### config.mk
export PLATFORM = sky130hd
export DESIGN_NAME = instr_prefetch
export DESIGN_NICKNAME = d
export VERILOG_FILES = /design/src/rtl/instr_prefetch_pkg.sv /design/src/rtl/instr_prefetch_fifo.sv /design/src/rtl/instr_prefetch.sv
export SDC_FILE = /design/constraint.sdc
export NUM_CORES = 1
export LEC_CHECK = 0
export CAP_MARGIN = 30
export CORE_MARGIN = 2
export CORE_UTILIZATION = 50
export CTS_CLUSTER_DIAMETER = 150
export CTS_CLUSTER_SIZE = 12
export DETAILED_ROUTE_END_ITERATION = 10
export GPL_TIMING_DRIVEN = 0
export PLACE_DENSITY = 0.79
export SLEW_MARGIN = 10
export SYNTH_ARGS = -nofsm -noshare
export SYNTH_HDL_FRONTEND = slang
export SYNTH_SLANG_ARGS = --single-unit
### constraint.sdc
create_clock -name clk -period 3 [get_ports clk]
set_input_delay 0.9 -clock clk [delete_from_list [all_inputs] [get_ports clk]]
set_output_delay 0.9 -clock clk [all_outputs]
set_load 0.1 [all_outputs]
### src/rtl/instr_prefetch_pkg.sv
// Shared defaults, fetch FSM states and the FIFO entry layout for the
// instruction prefetch buffer.
package instr_prefetch_pkg;

   localparam int          DEPTH_DEF    = 4;
   localparam logic [31:0] RESET_PC_DEF = 32'h0000_0000;

   typedef enum logic [1:0] {
      IDLE    = 2'd0,
      WAIT    = 2'd1,
      DISCARD = 2'd2
   } fetch_state_t;

   typedef struct packed {
      logic [31:0] pc;
      logic [31:0] instr;
   } fetch_entry_t;

endpackage

### src/rtl/instr_prefetch_fifo.sv
// Circular buffer of {pc, instr} entries; flush wins over push and pop.
module prefetch_fifo
   import instr_prefetch_pkg::*;
#(
   parameter int DEPTH = DEPTH_DEF
) (
   input  logic                     clk,
   input  logic                     reset,
   input  logic                     i_push,
   input  logic                     i_pop,
   input  logic                     i_flush,
   input  fetch_entry_t             i_wdata,
   output fetch_entry_t             o_head,
   output logic [$clog2(DEPTH):0]   o_count
);

   localparam int AW = $clog2(DEPTH);
   localparam logic [AW:0] FULL_C = (AW+1)'(DEPTH);

   fetch_entry_t  r_mem [DEPTH];
   logic [AW-1:0] r_wptr;
   logic [AW-1:0] r_rptr;
   logic [AW:0]   r_count;
   logic          w_pop;
   logic          w_push;

   assign w_pop  = i_pop & (r_count != '0);
   assign w_push = i_push & ((r_count != FULL_C) | w_pop);

   always_ff @(posedge clk) begin
      if (w_push && !i_flush)
         r_mem[r_wptr] <= i_wdata;
   end

   always_ff @(posedge clk or negedge reset) begin
      if (!reset) begin
         r_wptr  <= '0;
         r_rptr  <= '0;
         r_count <= '0;
      end else if (i_flush) begin
         r_wptr  <= '0;
         r_rptr  <= '0;
         r_count <= '0;
      end else begin
         if (w_push) r_wptr <= r_wptr + AW'(1);
         if (w_pop)  r_rptr <= r_rptr + AW'(1);
         r_count <= r_count + (AW+1)'(w_push) - (AW+1)'(w_pop);
      end
   end

   assign o_head  = r_mem[r_rptr];
   assign o_count = r_count;

endmodule

### src/rtl/instr_prefetch.sv
// Instruction prefetch: single-outstanding fetch FSM feeding a small FIFO
// toward IF/ID, with redirect flush and discard of in-flight data.
module instr_prefetch
   import instr_prefetch_pkg::*;
#(
   parameter int          DEPTH    = DEPTH_DEF,
   parameter logic [31:0] RESET_PC = RESET_PC_DEF
) (
   input  logic                     clk,
   input  logic                     reset,
   output logic                     imem_req,
   output logic [31:0]              imem_addr,
   input  logic                     imem_ack,
   input  logic [31:0]              imem_rdata,
   output logic                     out_valid,
   input  logic                     out_ready,
   output logic [31:0]              out_instr,
   output logic [31:0]              out_pc,
   input  logic                     redirect,
   input  logic [31:0]              redirect_pc,
   output logic [$clog2(DEPTH):0]   fifo_count
);

   localparam int          CW      = $clog2(DEPTH) + 1;
   localparam logic [CW:0] DEPTH_C = (CW+1)'(DEPTH);

   fetch_state_t r_state;
   fetch_state_t w_state_nxt;
   logic [31:0]  r_fetch_pc;
   logic [31:0]  w_fetch_pc_nxt;
   logic         r_req;
   logic [31:0]  r_addr;
   logic         w_push;
   logic         w_pop;
   logic [CW:0]  w_count_nxt;
   logic         w_room;
   logic [31:0]  w_redir_pc;
   fetch_entry_t w_wdata;
   fetch_entry_t w_head;

   assign w_pop       = out_valid & out_ready;
   assign w_push      = (r_state == WAIT) & imem_ack & ~redirect;
   assign w_count_nxt = {1'b0, fifo_count} + (CW+1)'(w_push) - (CW+1)'(w_pop);
   // Issuing only when a slot is free after this edge reserves room for the reply.
   assign w_room      = (w_count_nxt < DEPTH_C);
   assign w_redir_pc  = redirect_pc & ~32'h3;

   always_comb begin
      w_state_nxt    = r_state;
      w_fetch_pc_nxt = r_fetch_pc;
      case (r_state)
         IDLE: begin
            if (redirect) begin
               w_fetch_pc_nxt = w_redir_pc;
               w_state_nxt    = WAIT;
            end else if (w_room) begin
               w_state_nxt    = WAIT;
            end
         end
         WAIT: begin
            if (redirect) begin
               w_fetch_pc_nxt = w_redir_pc;
               w_state_nxt    = imem_ack ? WAIT : DISCARD;
            end else if (imem_ack) begin
               w_fetch_pc_nxt = r_fetch_pc + 32'd4;
               w_state_nxt    = w_room ? WAIT : IDLE;
            end
         end
         DISCARD: begin
            if (redirect) begin
               w_fetch_pc_nxt = w_redir_pc;
               w_state_nxt    = imem_ack ? WAIT : DISCARD;
            end else if (imem_ack) begin
               w_state_nxt    = WAIT;
            end
         end
         default: w_state_nxt = IDLE;
      endcase
   end

   // In DISCARD the bus still carries the abandoned request's address.
   always_ff @(posedge clk or negedge reset) begin
      if (!reset) begin
         r_state    <= IDLE;
         r_fetch_pc <= RESET_PC;
         r_req      <= 1'b0;
         r_addr     <= RESET_PC;
      end else begin
         r_state    <= w_state_nxt;
         r_fetch_pc <= w_fetch_pc_nxt;
         r_req      <= (w_state_nxt != IDLE);
         r_addr     <= (w_state_nxt == DISCARD) ? r_addr : w_fetch_pc_nxt;
      end
   end

   assign w_wdata.pc    = r_fetch_pc;
   assign w_wdata.instr = imem_rdata;

   prefetch_fifo #(.DEPTH(DEPTH)) u_fifo (
      .clk     (clk),
      .reset   (reset),
      .i_push  (w_push),
      .i_pop   (w_pop),
      .i_flush (redirect),
      .i_wdata (w_wdata),
      .o_head  (w_head),
      .o_count (fifo_count)
   );

   assign imem_req  = r_req;
   assign imem_addr = r_addr;
   assign out_valid = (fifo_count != '0);
   assign out_instr = out_valid ? w_head.instr : 32'h0;
   assign out_pc    = out_valid ? w_head.pc    : 32'h0;

endmodule

# == Word level (Yosys, flattened, before mapping) ==
# Memories as Yosys holds them, arrays and structs flattened.
# Index checks and enable logic that the tools add are counted.
# totals
out_inout_bits,101
regBits,74
n_memories,1
word_cells,57
mem_bits_rw,256
# memory_table
memory,words,width,rd,rd_ports_with_merged_regs,wr,line_no,rtl
u_fifo.r_mem,4,64,1,0,1,instr_prefetch_fifo.sv:20,fetch_entry_t r_mem [DEPTH];
# op_classes
n_eq_ne,4
n_addsub,7
n_mux,22
reduce_logical,8
bitwise_logic,7
n_lt_le_gt_ge,1
# ops
cell,n
$mux W32,5
$pmux W32 S2,1
$add A32 B3 Y32 const B,1
$mux W2,11
$pmux W2 S3,1
$reduce_bool A2 Y1,3
$and A1 B1 Y1,5
$add A2 B1 Y2 const B,2
$add A3 B1 Y4,1
$eq A2 B2 Y1 const B,2
$lt A4 B3 Y1 const B,1
$sub A4 B1 Y4,1
$add A3 B1 Y3,1
$mux W1,3
$mux W3,1
$ne A3 B3 Y1 const B,1
$reduce_bool A3 Y1,1
$sub A3 B1 Y3,1
$eq A2 B1 Y1 const B,1
$logic_not A2 Y1,1
$reduce_or A2 Y1,1
$logic_and A1 B1 Y1,1
$logic_not A1 Y1,1
$not A1 Y1,1
$or A1 B1 Y1,1

# == Longest topological paths before layout ==
# depth
ltp_word,11
mapped_depth,12
ltp_nobuf,10

# == By module ==
# A second synthesis with hierarchy kept.
# unflattened
hier_cells,892
hier_area_um2,14367.5
# modules_own_cells
mod,n_inst,area_per_inst_um2,cells_each
prefetch_fifo,1,9698.1,378
instr_prefetch,1,4669.5,514

# == Least setup slack after synthesis ==
# No wires, ideal clock.
# synth_path
path_type,reg-to-output
start,"register u_fifo.r_count[1], in the netlist u_fifo.o_count[1]"
end,output port out_pc[22]
arrival_ps,3049
stages_incl_launch_ff,4
required_ps,2100
slack_ps,-949
path_cell_list,dfrtp_1 -> or3_1 -> clkbuf_1 -> and2_1
# synth_via
elab_chain_cells,2
# synth_rtl
item,line_no,rtl
start: declaration,instr_prefetch_fifo.sv:23,logic [AW:0] r_count;
start signal: assignment,instr_prefetch_fifo.sv:47,r_count <= r_count + (AW+1)'(w_push) - (AW+1)'(w_pop);
$reduce_bool A3 Y1,instr_prefetch.sv:112,assign out_valid = (fifo_count != '0);
via out_valid,instr_prefetch.sv:15,"output logic out_valid,"
$mux W32,instr_prefetch.sv:114,assign out_pc = out_valid ? w_head.pc : 32'h0;
end: declaration,instr_prefetch.sv:18,"output logic [31:0] out_pc,"
# The timed path passes the listed nets, and every way through them passes these cells.

# == Worst setup path in the final report ==
# layout_path
start,register u_fifo.r_rptr[0]
end,output port out_instr[28]
# layout_via
elab_chain_cells,2
# layout_rtl
item,line_no,rtl
start: declaration,instr_prefetch_fifo.sv:22,logic [AW-1:0] r_rptr;
start signal: assignment,instr_prefetch_fifo.sv:46,if (w_pop) r_rptr <= r_rptr + AW'(1);
$mem_v2 Z4 W64,--,
$mux W32,instr_prefetch.sv:113,assign out_instr = out_valid ? w_head.instr : 32'h0;
end: declaration,instr_prefetch.sv:17,"output logic [31:0] out_instr,"
# Every way passes these cells.

==> out/qor.yml <==
run_status:
  status: "finished, violations left"
  violations: "setup timing"
clock_network:
  clock_path_buffers: 3
  clkTransAtPathRegs_ns: 0.06
  cts_root_buf: "clkbuf_16"
  h-tree-depth: 1
  cts_tree: "built"
  cts_made_buffers: 31
  cts_hold_buffers: 0
  numClockSinks: 330
  clk_latency_ns: 0.55
power_and_ir_drop:
  p_leak_nw: 6.30
  p_switching_w: 0.00900
  seq_power_share_pct: 29.7
  comb_power_share_pct: 53.5
  cellPowerDensity_nw_per_um2: 1140
  vdd_drop_max_mv: 0.874
  internal_power_w: 0.0116
  pwr-share-clk_pct: 16.9
  power_w: 0.0206
  swShare_pct: 43.7
die:
  die_area_sq_um: 28700
  rows: 60
  io_pins: 170
  start_util_pct: 50.8
  die_h_microns: 169
  core_sq_um: 26900
  die_w_microns: 169
placement:
  place.gp.congestion: 0.920
  dp_hpwl_mm: 20.1
  placed_area_sq_um: 16000
  port_buffers: 167
synthesis:
  avgSynthCellArea_sq_um: 16.8
  ys_warn_count: 0
  async_flop_share_pct: 22.4
  syn-num-nets: 895
  synthesis.area_sq_um: 13700
  synth-seq-cells: 330
  synth_cell_types: 63
  synth_ff_type: "edfxtp_1"
  netlist_instances: 815
  seq_area_frac_synth_pct: 69.8
  synth_edf_count: 256
drt:
  wl_per_cell_microns: 22.4
  viasPerCell: 5.92
  wl_mm: 31.7
  drc: 0
  vias: 8359
  dr.pass1.iters: 7
  ant_nets: 0
  drt_iter0_drc: 951
global_route:
  antenna_found_initial: 0
  grt_pass1_wl_mm: 48.1
  grt_max_degree: 58
  grt_overflow: 0
  grt_pass1_vias: 8425
  grt_usage_pct: 21.9
critical_path:
  cp_max_fo: 10
  crit_type: "flip-flop to primary output"
  reg2reg_to: "u_fifo.o_count[2]$_DFF_PN0_"
  r2r_slack_ns: 0.24
  endpoint_kind: "primary output"
  worst_setup_path_start_kind: "flip-flop"
  r2r-start: "u_fifo.o_count[0]$_DFF_PN0_"
  reg2reg_depth: 11
  critPathArrivalTime_ns: 2.19
  critPathRequiredTime_ns: 2.10
sta:
  clock_skew_ns: 0.0135
  period_share_pct: 103
  tns_ns: -2.01
  fin_crit_ns: 3.09
  fmax_mhz: 324
  slew_headroom_pct: 30.8
  worstMarginPinSlew_ns: 1.03
  hold_viol_final: 0
  rsz0062_at_grt: "true"
  slew_viol_final: 0
  setup_ws_ns: -0.0874
  setup_viol: 56
layout:
  final_nets: 1128
  drive_above_1_share_pct: 30.0
  area_growth_pct: 32.0
  antenna_cells: 0
  final_util_pct: 67.1
  final_area_sq_um: 18000
flow_run:
  drv_cap: 0
worst_hold_path:
  hold_class: "primary input to asynchronous set/reset pin"
==> layout by cell type, fill, tap and decap left out, types with 25 or more instances in the layout <==
cell	instances
and2_4	52
buf_12	56
clkbuf_1	42
clkbuf_16	39
clkdlybuf4s50_1	90
dfrtp_1	70
edfxtp_1	256
mux4_2	64
nand2_1	25
nor2_1	29
==> synthesized netlist by cell type (5+ instances only) <==
cell,instances,area [sq um]
a21oi_1,19,95.1
nor3_1,11,55.1
dfrtp_1,74,1850
ha_1,10,125
nand2_1,25,93.8
buf_2,8,40.0
a211oi_1,5,37.5
inv_1,18,67.6
nor2b_1,9,56.3
edfxtp_1,256,7690
and3_1,6,37.5
mux2_2,22,248
clkbuf_1,32,120
mux4_2,64,1440
and2_1,74,463
o22ai_1,15,93.8
nor2_1,30,113
nand3_1,13,65.1
o31ai_1,7,52.6
o21ai_0,13,65.1
nand4_1,13,81.3
nor4_1,14,87.6
==> metrics by stage <==
step	hold WS, ns	instances	setup WS (ns)
floorplan	0.468	815	-0.0344
global placement	0.489	1323	-1.84
detailed placement	0.477	1328	-1.29
CTS	0.217	1397	-0.135
global route	0.230	1413	-0.164
finish	0.229	1413	-0.0874
==> logic make-up (layout without fill, tap and decap cells) <==
family          count (synthesis)  after routing  share of synthesized area (%)
flops                         330            330                           69.8
xor+xnor                        5              5                          0.321
mux                            91             91                           12.7
fa+ha+maj                      11             11                           1.06
compound gates                 96             96                           4.89
simple gates                  219            220                           9.31
buf+inv                        63            319                           1.83
==> power by group through the flow <==
stage,Combinational (W),Sequential (W),Clock [W]
after floorplan,0.00560,0.00735,0
after global placement,0.00892,0.00616,0
after detailed placement,0.00903,0.00618,0
after CTS,0.0104,0.00609,0.00355
after global routing,0.0114,0.00617,0.00374
final,0.0110,0.00610,0.00347
==> cell type report <==
type / count / area [sq um]
Clock inverter: 1 / 8.76
Sequential cell: 330 / 9540
Multi-Input combinational cell: 423 / 4030
Inverter: 18 / 71.3
Tap cell: 341 / 427
Fill cell: 1861 / 8850
Clock buffer: 56 / 870
Timing Repair Buffer: 200 / 2680
Buffer: 44 / 397
==> what timing repair did <==
action,in CTS,in global routing
buffers inserted,9,10
resized for setup,642,64
pin swaps,1,29
setup endpoints to repair,335,203
endpoints found under the hold margin,0,0
cloned,4,6
==> layer usage <==
layer / GRT usage (%) / routed length, microns / vias up
met5: 0 / 0 / -
met2: 36.0 / 15500 / 380
met4: 5.83 / 638 / 0
met3: 3.22 / 2020 / 50
li1: - / - / 3688
met1: 31.0 / 13500 / 4241
==> worst max-delay path by stage <==
stage,startpoint,to,slack [ns],depth (start not counted)
after floorplan,redirect,u_fifo.r_mem[0][0]$_DFFE_PP_,-0.03,5
after global placement,redirect,u_fifo.r_mem[1][27]$_DFFE_PP_,-1.84,6
after detailed placement,u_fifo.r_rptr[0]$_DFFE_PN0P_,out_pc[4],-1.29,5
after CTS,u_fifo.r_rptr[0]$_DFFE_PN0P_,out_pc[22],-0.13,5
after global routing,u_fifo.r_rptr[0]$_DFFE_PN0P_,out_instr[28],-0.16,5
final,u_fifo.r_rptr[0]$_DFFE_PN0P_,out_instr[28],-0.09,5
==> state kept, by name, summed over array words and instances, names as in the netlist <==
name            cells
u_fifo.o_count      3
u_fifo.r_mem      256
u_fifo.r_rptr       2
imem_req            1
u_fifo.r_wptr       2
r_state             2
r_fetch_pc         32
imem_addr          32
==> critical path, stage by stage, from the launching register on <==
cell and delay (ns):
dfrtp_2 0.43, buf_12 0.17, buf_12 0.16, mux4_2 0.49, and2_2 0.21, buf_8 0.17
Note: power is estimated with default switching activity, not from simulation.
==> RTL change 1, RTL diff (same flow settings) <==
Change the package constant `DEPTH_DEF` from 4 to 8.
--- a/src/rtl/instr_prefetch_pkg.sv
+++ b/src/rtl/instr_prefetch_pkg.sv
@@ -2,7 +2,7 @@
 // instruction prefetch buffer.
 package instr_prefetch_pkg;
 
-   localparam int          DEPTH_DEF    = 4;
+   localparam int          DEPTH_DEF    = 8;
    localparam logic [31:0] RESET_PC_DEF = 32'h0000_0000;
 
    typedef enum logic [1:0] {
Ports: changed (resized fifo_count); port bits go from 170 to 171. No check against the original RTL was run, so the function may have changed too.
==> RTL change 1 against the unedited design <==
The run still ends with negative setup slack left. Total power rose by 75%. Sequential cell count is 259 higher. Sequential share of layout area increased by 0.89 points. Clock power rose by 86%. Highest routed layer is now met5. Synthesized area grew 78%. Worst setup slack got worse by 0.38 ns. Synthesized cell count grew 66%. Routed wire length rose by 110%. Combinational power up 68%. Maximum frequency is 11% lower. Register-to-register slack lost 0.16 ns. Design area is 78% higher.
==> RTL change 1: results (changes against the unedited design) <==
grt_pass1_wl_mm: 95.21  # +98%
fin_area_mm2: 0.03217  # +78%
track_usage_pct: 26.06  # +4.2 points
failed_checks: "negative setup slack"
cp.arrival_ns: 2.57  # +0.38 ns
placed_cells: 2171  # +63%
clock_area_share_pct: 4.995  # +0.12 points
slew_headroom_pct: 34.03  # +3.3 points
status: "complete, but fails checks"
finalSetupViolations: 65  # +16%
syn-num-nets: 1438  # +61%
ir_worst_vdd_v: 0.001169  # +34%
multi_input_area_share_pct: 24.53  # +2.2 points
clock_latency_ns: 0.62  # +0.07 ns
layout.nonclk_buf_share_pct: 14.01  # -3.1 points
netlist_top_cells_area: "edfxtp_1 (63%), mux4_2 (12%), dfrtp_1 (7.9%)"
highest_layer: "met5"
rrSetupSlack_ns: 0.08  # -0.16 ns
dpl_worst_slack_ns: -1.752  # -0.4626 ns
cts-buffers-inserted: 55  # +77%
endpoint: "out_instr[29]"
fp.dieW_um: 224.2  # +32%
final_cell_count_no_fill: 2328  # +65%
seq_share_pct: 53.84  # +0.89 points
setup_ws_ns: -0.4676  # -0.3801 ns
p_leak_nw: 10.59  # +68%
largest_reg_flops: 512  # +100%
fin_skew_ns: 0.02339  # +0.009877 ns
yosys-top-cells-count: "edfxtp_1 (512), mux4_2 (128), nor2_1 (104)"
grt_start_max_net_pins: 47  # -19%
gp_congestion: 0.9594  # +4.3%
drtIter0Drc: 1592  # +67%
nClkBuffers: 101  # +80%
dpl_cell_area_mm2: 0.02808  # +76%
critPathMaxFanout: 6  # -4
RTL change 1: metrics by stage:
| step | total power [W] | setup TNS [ns] |
|---|---|---|
| 2_1_floorplan | 0.02187 | -240.73 |
| 3_3_place_gp | 0.02537 | -1258.17 |
| 3_5_place_dp | 0.02579 | -360.28 |
| 4_1_cts | 0.03462 | -28.02 |
| 5_1_grt | 0.03702 | -29.58 |
| 6_report | 0.03592 | -26.29 |
RTL change 1: layer usage:
layer,global-route usage (%),vias up
met5,0,-
met4,8.289,2
met3,5.434,130
met2,43.34,760
met1,34.89,7517
li1,-,6120
RTL change 1: critical path: stages, from the launching register on:
cell and delay, ns:
dfrtp_2 0.45, buf_6 0.18, buf_12 0.18, buf_12 0.14, mux4_2 0.55, mux2i_4 0.21, nor2_4 0.07, buf_12 0.16
RTL change 1: kinds of logic (layout without fill, tap and decap cells):
kind of cell | count (synthesis) | in the layout | synth area share [%]
xor gates and xnor gates | 7 | 7 | 0.2529
muxes | 234 | 234 | 16.46
adders and majority gates | 13 | 13 | 0.7018
AOI/OAI and AO/OA | 152 | 152 | 4.355
DFF | 589 | 589 | 71.36
and+or+nand+nor | 259 | 260 | 5.186
buffers and inverters | 102 | 458 | 1.693
RTL change 1: repair_timing:
action                                  CTS  global route
pin swaps                                24            34
setup buffers                            17            27
gates cloned                              6             9
gates resized for setup                 757           112
endpoints found under the setup margin  443           109
RTL change 1: power groups by stage:
stage | Clock [W] | Combinational (W) | Sequential (W)
CTS | 0.00653 | 0.0172 | 0.0109
detailed placement | 0 | 0.0147 | 0.0111
floorplan | 0 | 0.00952 | 0.0123
global placement | 0 | 0.0144 | 0.0110
global route | 0.00686 | 0.0191 | 0.0111
finish | 0.00647 | 0.0185 | 0.0110
==> RTL change 2, RTL diff (config.mk and constraints unchanged) <==
Without the edit above. Reset style: synchronous (`reset`), changed in 2 clocked blocks.
--- a/src/rtl/instr_prefetch_fifo.sv
+++ b/src/rtl/instr_prefetch_fifo.sv
@@ -32,7 +32,7 @@
          r_mem[r_wptr] <= i_wdata;
    end
 
-   always_ff @(posedge clk or negedge reset) begin
+   always_ff @(posedge clk) begin
       if (!reset) begin
          r_wptr  <= '0;
          r_rptr  <= '0;
--- a/src/rtl/instr_prefetch.sv
+++ b/src/rtl/instr_prefetch.sv
@@ -79,7 +79,7 @@
    end
 
    // In DISCARD the bus still carries the abandoned request's address.
-   always_ff @(posedge clk or negedge reset) begin
+   always_ff @(posedge clk) begin
       if (!reset) begin
          r_state    <= IDLE;
          r_fetch_pc <= RESET_PC;
Behaviour: differs if reset is asserted again (counterexample within 4 cycles, from zero or initial values and one cycle with reset low); with reset held inactive, the same outputs for 4 cycles.
==> RTL change 2 against the unedited design <==
The run still ends with negative setup slack left. Worst setup slack better by 0.042 ns. Sequential cell count rose by 2. Synthesized area up 0.73%. Non-clock buffer count is 8 lower. Routed wire length increased by 10%. Count of clock-buffer cells in the layout increased by 1. Design area up 0.21%. Critical path type unchanged. Largest cell class unchanged. Highest routed layer unchanged.
Power is not compared: it rests on default switching activity, and its combinational part moved more than twofold at a synthesized area within 25%.
==> RTL change 2: results (changes against the unedited design) <==
synth_xor_area_share_pct: 0.7003  # +0.38 points
grt_pass1_vias: 9140  # +8.5%
place.detailed.hpwl_mm: 22.77  # +13%
netlist_top_cells_area: "edfxtp_1 (56%), dfxtp_1 (11%), mux4_2 (10%)"
avgSynthCellArea_um2: 14.97  # -11%
final_core_util_pct: 67.02  # about the same
synthMuxAreaShare_pct: 11.06  # -1.7 points
status: "complete, but fails checks"
wl_met2_mm: 17.16  # +11%
critPathMaxStageDelay_ns: 0.59  # +0.10 ns
syn-num-nets: 999  # +12%
finalNetCount: 1210  # +7.3%
failed_checks: "negative setup slack"
track_usage_pct: 24.15  # +2.3 points
setup_ws_ns: -0.04529  # +0.04215 ns
cp.arrival_ns: 2.15  # -0.04 ns
dpl_cell_area_mm2: 0.01604  # +0.45%
fin_skew_ns: 0.01515  # +0.001634 ns
final_cell_count_no_fill: 1495  # +5.8%
layout.nonclk_buf_share_pct: 16.70  # -0.37 points
netlist_area_mm2: 0.01376  # +0.73%
wl_met3_mm: 2.431  # +20%
placed_cells: 1430  # +7.7%
wl_per_cell_um: 23.37  # +4.2%
timing.hold.ws_ns: 0.4559  # +0.2268 ns
multi_input_area_share_pct: 24.58  # +2.2 points
vias: 9036  # +8.1%
critPathMaxFanout: 5  # -5
met3_usage_pct: 3.791  # +0.57 points
tightestPinTransition_ns: 0.9977  # -0.03209 ns
synthAdderAreaFrac_pct: 1.128  # +0.065 points
final.fill_count: 1805  # -3.0%
grt.met1_usage_pct: 32.81  # +1.8 points
wl_met1_mm: 14.45  # +6.7%
synth_compound_area_share_pct: 7.248  # +2.4 points
nonClockBufferCount: 236  # -3.3%
rrSetupSlack_ns: 0.16  # -0.08 ns
grt_pass1_wl_mm: 52.36  # +8.9%
seq_share_pct: 51.06  # -1.9 points
drtIter0Drc: 759  # -20%
dpl_worst_slack_ns: -1.137  # +0.1515 ns
nClkBuffers: 57  # +1.8%
grt_use_met2_pct: 40.46  # +4.5 points
finalSetupViolations: 4  # -93%
inverters_excl_clock: 16  # -2
tns_ns: -0.06838  # +1.943 ns
critPathTopFamily: "multiplexers"
num-multi-input-gates: 513  # +21%
gp_congestion: 0.9980  # +8.5%
grt_start_max_net_pins: 42  # -28%
dr.pass1.iters: 6  # -1
async_flop_share_pct: 0  # -22 points
-- RTL change 2: changes by cell type in the layout (fill, tap and decap cells not counted), sizes merged, moves of 9 or more --
cell and delta:
buf -9, nand2 +29, a21oi +12, a31oi +13, dfxtp +76, dfrtp -74
mux2 -23
-- RTL change 2: where the power goes --
| part | internal, W | switching (W) | leakage (nW) | total (W) |
|---|---|---|---|---|
| Combinational | 0.000653 | 0.00122 | 2.77 | 0.00187 |
| Sequential | 0.00507 | 0.000120 | 2.95 | 0.00519 |
| Clock | 0.00198 | 0.00159 | 0.424 | 0.00357 |
| Total | 0.00770 | 0.00293 | 6.14 | 0.0106 |
-- RTL change 2: path summary, 6_finish.rpt --
path / from / to / cells after the start
max: register / out_pc[1] / 5
min: imem_addr[4] / imem_addr[4] / 2
max reg2reg: r_state[1] / imem_req / 13
min reg2reg: imem_addr[4] / imem_addr[4] / 2
-- RTL change 2: repair_timing --
action	CTS	global route
gates resized for setup	662	69
pin swaps	7	32
setup buffers	7	0
cloned	4	1
endpoints found under the setup margin	240	229
